<file path="src/rtl/mic_pkg.sv">
// Shared constants, FSM state type and byte-extraction helper for the mic packet sender.
package mic_pkg;
  localparam int unsigned ULAW_W = 8;
  localparam int unsigned MIC_W  = 4 * ULAW_W;

  localparam logic [ULAW_W-1:0] HDR_SAMPLE_DEF = 8'hC7;
  localparam logic [ULAW_W-1:0] HDR_END_DEF    = 8'hC8;

  typedef enum logic [1:0] {
    ST_IDLE,
    ST_HDR,
    ST_PAYLOAD,
    ST_END
  } tx_state_e;

  // idx 0 selects the oldest sample, held in the top byte of the word.
  function automatic logic [ULAW_W-1:0] ulaw_byte(input logic [MIC_W-1:0] word,
                                                  input logic [1:0]       idx);
    logic [MIC_W-1:0] sh;
    sh = word << (ULAW_W * idx);
    return sh[MIC_W-1 -: ULAW_W];
  endfunction
endpackage

</file>
<file path="src/rtl/mic_word_fifo.sv">
// Synchronous FIFO for mic words; push is ignored when full, pop when empty.
module mic_word_fifo #(
  parameter int unsigned WIDTH = 32,
  parameter int unsigned DEPTH = 4
) (
  input  logic                     clk,
  input  logic                     rst,
  input  logic                     push,
  input  logic [WIDTH-1:0]         wr_data,
  input  logic                     pop,
  output logic [WIDTH-1:0]         rd_data,
  output logic                     full,
  output logic                     empty,
  output logic [$clog2(DEPTH):0]   level
);
  localparam int unsigned AW = $clog2(DEPTH);
  localparam logic [AW:0] FULL_LVL = DEPTH[AW:0];

  logic [WIDTH-1:0] mem [DEPTH];
  logic [AW-1:0]    wr_ptr;
  logic [AW-1:0]    rd_ptr;
  logic             do_push;
  logic             do_pop;

  assign full    = (level == FULL_LVL);
  assign empty   = (level == '0);
  assign do_push = push && !full;
  assign do_pop  = pop && !empty;
  assign rd_data = mem[rd_ptr];

  always_ff @(posedge clk) begin
    if (rst) begin
      wr_ptr <= '0;
      rd_ptr <= '0;
      level  <= '0;
    end else begin
      if (do_push) wr_ptr <= wr_ptr + AW'(1);
      if (do_pop)  rd_ptr <= rd_ptr + AW'(1);
      unique case ({do_push, do_pop})
        2'b10:   level <= level + 1'b1;
        2'b01:   level <= level - 1'b1;
        default: level <= level;
      endcase
    end
  end

  always_ff @(posedge clk) begin
    if (do_push) mem[wr_ptr] <= wr_data;
  end
endmodule

</file>
<file path="src/rtl/mic_packet_sender.sv">
// Buffers packed u-law mic words and streams them as header+4-byte packets,
// closing a recording with a single end marker once all buffered data is sent.
module mic_packet_sender
  import mic_pkg::*;
#(
  parameter int unsigned        FIFO_DEPTH = 4,
  parameter logic [ULAW_W-1:0]  HDR_SAMPLE = HDR_SAMPLE_DEF,
  parameter logic [ULAW_W-1:0]  HDR_END    = HDR_END_DEF
) (
  input  logic                          clk,
  input  logic                          rst,
  input  logic [MIC_W-1:0]              mic_data,
  input  logic                          mic_data_valid,
  output logic                          mic_data_retrieved,
  input  logic                          record_stop,
  output logic [ULAW_W-1:0]             tx_byte,
  output logic                          tx_valid,
  input  logic                          tx_ready,
  output logic [$clog2(FIFO_DEPTH):0]   fifo_level,
  output logic                          overrun
);
  logic [MIC_W-1:0] fifo_rd;
  logic             fifo_full;
  logic             fifo_empty;
  logic             push;
  logic             pop;
  logic             have_word;
  tx_state_e        state;
  logic [1:0]       idx;
  logic [MIC_W-1:0] word;
  logic             stop_pending;
  logic [5:0]       wait_cnt;

  // The previous-cycle guard stops a second acknowledge while upstream is still dropping valid.
  assign push      = mic_data_valid && !fifo_full && !mic_data_retrieved;
  assign pop       = (state == ST_HDR) && tx_ready;
  // A word being pushed this cycle counts as available so a new packet starts without a bubble.
  assign have_word = !fifo_empty || push;

  mic_word_fifo #(
    .WIDTH (MIC_W),
    .DEPTH (FIFO_DEPTH)
  ) u_fifo (
    .clk     (clk),
    .rst     (rst),
    .push    (push),
    .wr_data (mic_data),
    .pop     (pop),
    .rd_data (fifo_rd),
    .full    (fifo_full),
    .empty   (fifo_empty),
    .level   (fifo_level)
  );

  always_ff @(posedge clk) begin
    if (rst) begin
      mic_data_retrieved <= 1'b0;
      wait_cnt           <= '0;
      overrun            <= 1'b0;
    end else begin
      mic_data_retrieved <= push;
      if (mic_data_valid && fifo_full) begin
        if (wait_cnt != '1) wait_cnt <= wait_cnt + 6'd1;
        else                overrun  <= 1'b1;
      end else begin
        wait_cnt <= '0;
      end
    end
  end

  always_ff @(posedge clk) begin
    if (rst) begin
      state        <= ST_IDLE;
      idx          <= '0;
      word         <= '0;
      tx_valid     <= 1'b0;
      tx_byte      <= '0;
      stop_pending <= 1'b0;
    end else begin
      if (record_stop) stop_pending <= 1'b1;
      unique case (state)
        ST_IDLE: begin
          if (have_word) begin
            state    <= ST_HDR;
            tx_valid <= 1'b1;
            tx_byte  <= HDR_SAMPLE;
          end else if (stop_pending && !mic_data_valid) begin
            state    <= ST_END;
            tx_valid <= 1'b1;
            tx_byte  <= HDR_END;
          end
        end
        ST_HDR: begin
          if (tx_ready) begin
            word    <= fifo_rd;
            idx     <= '0;
            tx_byte <= ulaw_byte(fifo_rd, 2'd0);
            state   <= ST_PAYLOAD;
          end
        end
        ST_PAYLOAD: begin
          if (tx_ready) begin
            if (idx == 2'd3) begin
              if (have_word) begin
                state   <= ST_HDR;
                tx_byte <= HDR_SAMPLE;
              end else begin
                state    <= ST_IDLE;
                tx_valid <= 1'b0;
                tx_byte  <= '0;
              end
            end else begin
              idx     <= idx + 2'd1;
              tx_byte <= ulaw_byte(word, idx + 2'd1);
            end
          end
        end
        ST_END: begin
          if (tx_ready) begin
            state        <= ST_IDLE;
            tx_valid     <= 1'b0;
            tx_byte      <= '0;
            stop_pending <= 1'b0;
          end
        end
        default: state <= ST_IDLE;
      endcase
    end
  end
endmodule

</file>
<file path="config.mk">
export PLATFORM = sky130hd
export DESIGN_NAME = mic_packet_sender
export DESIGN_NICKNAME = d
export VERILOG_FILES = /design/src/rtl/mic_pkg.sv /design/src/rtl/mic_word_fifo.sv /design/src/rtl/mic_packet_sender.sv
export SDC_FILE = /design/constraint.sdc
export NUM_CORES = 1
export LEC_CHECK = 0
export BUFFER_PORTS_ARGS = -buffer_cell sky130_fd_sc_hd__buf_2
export CAP_MARGIN = 20
export CORE_MARGIN = 2
export CORE_UTILIZATION = 45
export CTS_BUF_LIST = sky130_fd_sc_hd__clkbuf_4 sky130_fd_sc_hd__clkbuf_8
export DETAILED_ROUTE_END_ITERATION = 12
export PLACE_DENSITY = 0.72
export SLEW_MARGIN = 15
export SYNTH_ARGS = -nofsm -noshare
export SYNTH_HDL_FRONTEND = slang
export SYNTH_SLANG_ARGS = --single-unit
</file>
<file path="constraint.sdc">
create_clock -name clk -period 3.08 [get_ports clk]
set_clock_uncertainty 0.05 [all_clocks]
set_input_delay 0.308 -clock clk [delete_from_list [all_inputs] [get_ports clk]]
set_output_delay 0.308 -clock clk [all_outputs]
set_load 0.01 [all_outputs]
</file>
Yosys cells after proc, flatten, opt, wreduce, memory -nomap -nowiden. Memories as Yosys holds them, arrays and structs flattened. A register that Yosys moved wholly into a read port is not among the register bits. Index checks and enable logic that the tools add are counted.

Bits in registers: 61. Bits in latches: 0. Bits in writable memories: 128. Memory bits (read-only): 0. Input port bits: 37. Output and inout bits: 14. Memories: 1.

Memory list: u_fifo.mem (words 4, width 32, rd ports 1, clocked after Yosys merged registers in 1, write ports 1, line mic_word_fifo.sv:19) `logic [WIDTH-1:0] mem [DEPTH];`.

Add/subtract/negate cells: 6. Multipliers: 0. Divide/modulo/power cells: 0. Magnitude comparators: 0. Equal/unequal tests: 15. Shift-type cells: 1. Mux-type cells: 34. Bitwise operators: 2. Reduce and logical (&&, ||, !) cells: 24.

Operators with widths (number): $mux W8 (7); $pmux W8 S4 (1); $shl A32 B5 Y32 (1); $mux W2 (10); $mux W1 (12); $ne A2 B2 Y1 const B (6); $eq A2 B2 Y1 const B (4); $pmux W2 S4 (1); $reduce_and A4 Y1 (2); $logic_and A1 B1 Y1 (7); $add A2 B1 Y2 const B (3); $add A6 B1 Y6 const B (1); $ne A6 B6 Y1 const B (1); $pmux W3 S2 (1); $reduce_and A6 Y1 (1); $reduce_and A5 Y1 (1); $eq A2 B1 Y1 const B (2); $logic_not A1 Y1 (4); $pmux W2 S2 (1); $reduce_and A2 Y1 (2); $reduce_bool A2 Y1 (2); $add A3 B1 Y3 const B (1); $eq A3 B3 Y1 const B (1); $logic_not A3 Y1 (1); 8 further kinds (9).

Depth between registers and ports, before layout.
Word-level depth: 9. Gate-level depth with buffers: 9.

By module. Synthesis repeated with hierarchy kept, for this count alone.

Cells, all modules: 518. Area, all modules: 7642.3 sq um.

By module, submodules not included: mic_word_fifo (instances 1, cells each 221, area each 5146.2 sq um); mic_packet_sender (instances 1, cells each 297, area each 2496.1 sq um).

Worst setup path before layout. No wires, ideal clock.

Kind: reg-to-reg. From: register u_fifo.level[0]. To: memory u_fifo.mem[0][0] (enable). Library setup time: 392 ps. Data arrival time: 1762 ps. Slack: 876 ps. Cell stages (with the launch flop): 4. Buffers on the path: 0. Period minus slack after synthesis: 2204 ps. Path through: dfxtp_1 -> nor2_1 -> a21oi_1 -> and2_1.

Word-level cells in the longest chain between the ends: 7.

RTL lines: start, declared (line mic_word_fifo.sv:14) `output logic [$clog2(DEPTH):0] level`; start signal, assigned (line mic_word_fifo.sv:40) `2'b10: level <= level + 1'b1;`; start signal, assigned (line mic_word_fifo.sv:41) `2'b01: level <= level - 1'b1;`; start signal, assigned (line mic_word_fifo.sv:42) `default: level <= level;`; $eq A3 B3 Y1 (*) (line mic_word_fifo.sv:25) `assign full = (level == FULL_LVL);`; $logic_not A1 Y1 (*) (line mic_word_fifo.sv:27, mic_packet_sender.sv:35); $logic_and A1 B1 Y1 (2 in a row) (line mic_packet_sender.sv:35) `assign push = mic_data_valid && !fifo_full && !mic_data_retrieved;`; $logic_and A1 B1 Y1 (*) (line mic_word_fifo.sv:27) `assign do_push = push && !full;`; $mux W1 (*) (line mic_word_fifo.sv:48) `if (do_push) mem[wr_ptr] <= wr_data;`; $mux W1 (not written as such) (*) (line mic_word_fifo.sv:48); end, declared (line mic_word_fifo.sv:19).

Every way passes the cells marked *; elsewhere a longest branch is shown, timed or not.

Worst setup path in the final report.
From: register state[0]. To: register u_fifo.level[2].

Word-level cells in the longest chain between the ends: 5. Elaborated cells between the ends (all ways): 7. Classes of those cells: eq/ne (3); mux (1); reduce/logical (3).

RTL lines: start, declared (line mic_packet_sender.sv:28) `tx_state_e state;`; start signal, assigned (line mic_packet_sender.sv:73) `state <= ST_IDLE;`; start signal, assigned (line mic_packet_sender.sv:84) `state <= ST_HDR;`; start signal, assigned (line mic_packet_sender.sv:88) `state <= ST_END;`; $eq A2 B1 Y1 (*) (line mic_packet_sender.sv:36) `assign pop = (state == ST_HDR) && tx_ready;`; $logic_and A1 B1 Y1 (*) (line mic_packet_sender.sv:36); $logic_and A1 B1 Y1 (*) (line mic_word_fifo.sv:28) `assign do_pop = pop && !empty;`; net u_fifo.do_pop (line mic_word_fifo.sv:23) `logic do_pop;`; $eq A2 B1 Y1 / $eq A2 B2 Y1 (equally long branches) (line mic_word_fifo.sv:39) `unique case ({do_push, do_pop})`; $pmux W3 S2 / $reduce_bool A2 Y1 (equally long branches).

Mark *: on every way through the listed nets, which the timed path passes. The rest lies on a longest branch. A chain may end at the register's enable or synchronous reset.

==> out/results.tsv <==
metric	value	unit
yosys_warnings	0	
syn_to_final_growth	14.8	%
syn_area	0.00750	mm2
h-tree-depth	4	
synth_cells	508	
synthArstFlopShare	0	%
fin_crit	2.42	ns
firstDrtPassIters	4	
core	0.0164	mm2
postSynthAreaPerCell	14.8	um2
worst_pin_slew	0.649	ns
grt_pass1_wl	23300	um
drt_iter0_drc	396	
rsz0062_at_grt	false	
utilization	52.5	%
vias_per_cell	5.31	
cts-root-buf	clkbuf_8	
synth.net_count	553	
min_delay_path_depth	1	
synth_edf_count	128	
fp.dieArea	0.0177	mm2
fmax	413	MHz
r2r-start	state[0]$_SDFFE_PP0P_	
final-max-slew-violation-count	0	
critPathMaxFanout	19	
synth_ff_type	edfxtp_1	
ys_types	47	
drv_cap	0	
hold_start	mic_data[14]	
numCtsBuffers	17	
drive_gt1_share	22.9	%
io_pins	51	
cts_tree	done	
end_kind	flip-flop	
r2r.worst_path.cells	8	
ant_nets	0	
synth-seq-cells	191	
clkTransAtPathRegs	0.11	ns
outcome	completed	
finalCritPeriodShare	78.7	%
fillerInstances	1355	
min_path_type	input pin to flip-flop	
grt_pass1_vias	4410	
seqCellArea	0.00511	mm2
antenna_found_initial	0	
nNetsFinal	635	
start_kind	flip-flop	
initial_core_util	45.7	%
pwr_density_cell	640	mW/mm2
fin_tns_setup	0	ns
vias	4373	
wl_per_cell	17.2	um
cts_resized	0	
port_buffers	50	
antenna_cells	0	
grt_max_degree	37	
grt.overflow.total	0	
row_count	47	
setup_viol	0	
die_w	133	um
critPathArrivalTime	2.76	ns
drt-total-wl	14100	um
p_leak	2.88	nW
crit-reg2reg-capture	u_fifo.level[2]$_SDFFE_PP0P_	
hold_viol_final	0	
critPathKind	flip-flop to flip-flop	
die_y	133	um
cts.sinks	191	
hpwl	9280	um
globalplace.congestion	0.893	
multi_input_area	0.00221	mm2
ir_drop	0.385	mV
post-route-drc-count	0	
grt_usage	17.2	%
clk_latency	0.46	ns
cp.required	3.41	ns
maxSlewHeadroom	56.7	%
min_to	u_fifo.mem[2][14]$_DFFE_PP_	
r2r_setup_slack	0.66	ns
ys_seq_area_share	68.1	%
cts_buffer_depth	2	
==> flip-flops by register name, summed over array words and instances (netlist names), 3 cells and up, named ones only <==
name	count
tx_byte	8
u_fifo.level	3
u_fifo.mem	128
wait_cnt	6
word	32
==> Yosys cell counts, types with 2 or more instances <==
cell	count	area share [%]
nor2_1	27	1.4
inv_1	13	0.65
a211oi_1	4	0.40
edfxtp_1	128	51
a21oi_1	41	2.7
mux2i_1	4	0.53
and2b_2	2	0.23
dfxtp_1	63	17
and3_1	2	0.17
nand2b_1	3	0.25
buf_2	6	0.40
nand3_1	4	0.27
mux4_1	4	1.4
o21ai_0	9	0.60
nand2_1	75	3.8
a311oi_1	3	0.35
ha_1	7	1.2
a22oi_1	4	0.40
o32ai_1	4	0.47
xor2_1	4	0.47
clkbuf_1	17	0.85
or3_1	3	0.25
and2_1	5	0.42
mux4_2	35	11
clkbuf_8	3	0.55
nor3_1	13	0.87
o211ai_1	3	0.30
xnor2_1	3	0.35
==> through the flow <==
stage / cell area [um2] / setup slack [ns] / power (mW) / hold WS (ns) / cells
6_report: 8610 / 0.656 / 5.51 / 0.0298 / 823
5_1_grt: 8610 / 0.458 / 5.79 / 0.00696 / 823
4_1_cts: 8590 / 0.665 / 5.56 / 0.000105 / 821
3_5_place_dp: 7990 / 0.702 / 4.04 / 0.401 / 766
3_3_place_gp: 7990 / 0.768 / 4.00 / 0.391 / 766
2_1_floorplan: 7500 / 0.876 / 3.75 / 0.357 / 508
==> routing by layer <==
metal	GRT usage [%]	share of wire, %
met3	4.67	5.4
met2	27.6	49
met1	23.3	44
met4	4.60	0.90
met5	0	0
==> cell type report <==
cell class / instances / share of cell area (%)
clock inverter: 13 / 1.35
inverter: 13 / 0.567
multi-input combinational: 278 / 25.7
tap: 220 / 3.20
timing repair buffer: 89 / 7.03
sequential: 191 / 59.3
clock buffer: 19 / 2.89
==> critical path, cell delays in order, from the launching register on <==
cell and delay [ns]:
dfxtp_1 0.68, nand3b_1 0.16, nor2_1 0.22, ha_1 0.21, inv_1 0.06, fa_1 0.37
xor2_1 0.16, or3_1 0.31, a21oi_1 0.14
==> placed cells by master (no fill, tap or decap), drive strengths merged, types with 2 or more instances in the layout <==
cell,instances
or3,5
a211oi,4
xnor2,3
a311oi,3
xor2,4
o211ai,3
clkinv,3
dfxtp,63
and2,6
a21oi,41
a22oi,4
mux4,39
o32ai,4
dlygate4sd3,25
ha,7
buf,64
edfxtp,128
nor2,27
clkinvlp,2
inv,21
nand2b,3
nand2,75
clkbuf,19
mux2i,4
nor3,13
o21ai,9
nand3,4
and3,2
and2b,2
==> report_power, final <==
part	total [mW]	leakage, nW	switching [mW]	internal, mW
clock network	1.51	0.184	0.906	0.608
registers	3.09	1.68	0.142	2.95
logic	0.905	1.01	0.504	0.401
==> worst max path at each step <==
stage,cells after the start,start,to,slack [ns]
floorplan,3,u_fifo.level[0]$_SDFFE_PP0P_,u_fifo.mem[0][0]$_DFFE_PP_,0.88
global placement,8,state[0]$_SDFFE_PP0P_,u_fifo.level[2]$_SDFFE_PP0P_,0.77
detailed placement,8,state[0]$_SDFFE_PP0P_,u_fifo.level[2]$_SDFFE_PP0P_,0.70
CTS,8,state[0]$_SDFFE_PP0P_,u_fifo.level[2]$_SDFFE_PP0P_,0.67
global route,8,state[0]$_SDFFE_PP0P_,u_fifo.level[2]$_SDFFE_PP0P_,0.46
finish,8,state[0]$_SDFFE_PP0P_,u_fifo.level[2]$_SDFFE_PP0P_,0.66
==> kinds of logic (layout without fill, tap and decap cells) <==
family,count (synthesis),count (layout),share of synthesized area (%)
adders and majority gates,8,8,1.44
AOI/OAI and AO/OA,75,75,6.01
muxes,44,44,12.6
xor gates and xnor gates,7,7,0.818
DFF,191,191,68.1
buffers and inverters,39,134,2.45
and+or+nand+nor,144,144,8.60
==> timing repair <==
action                    CTS  global route
buffers inserted            0             0
hold buffers               23             2
hold endpoints to repair   86             8
Note: power is estimated with default switching activity, not from simulation.
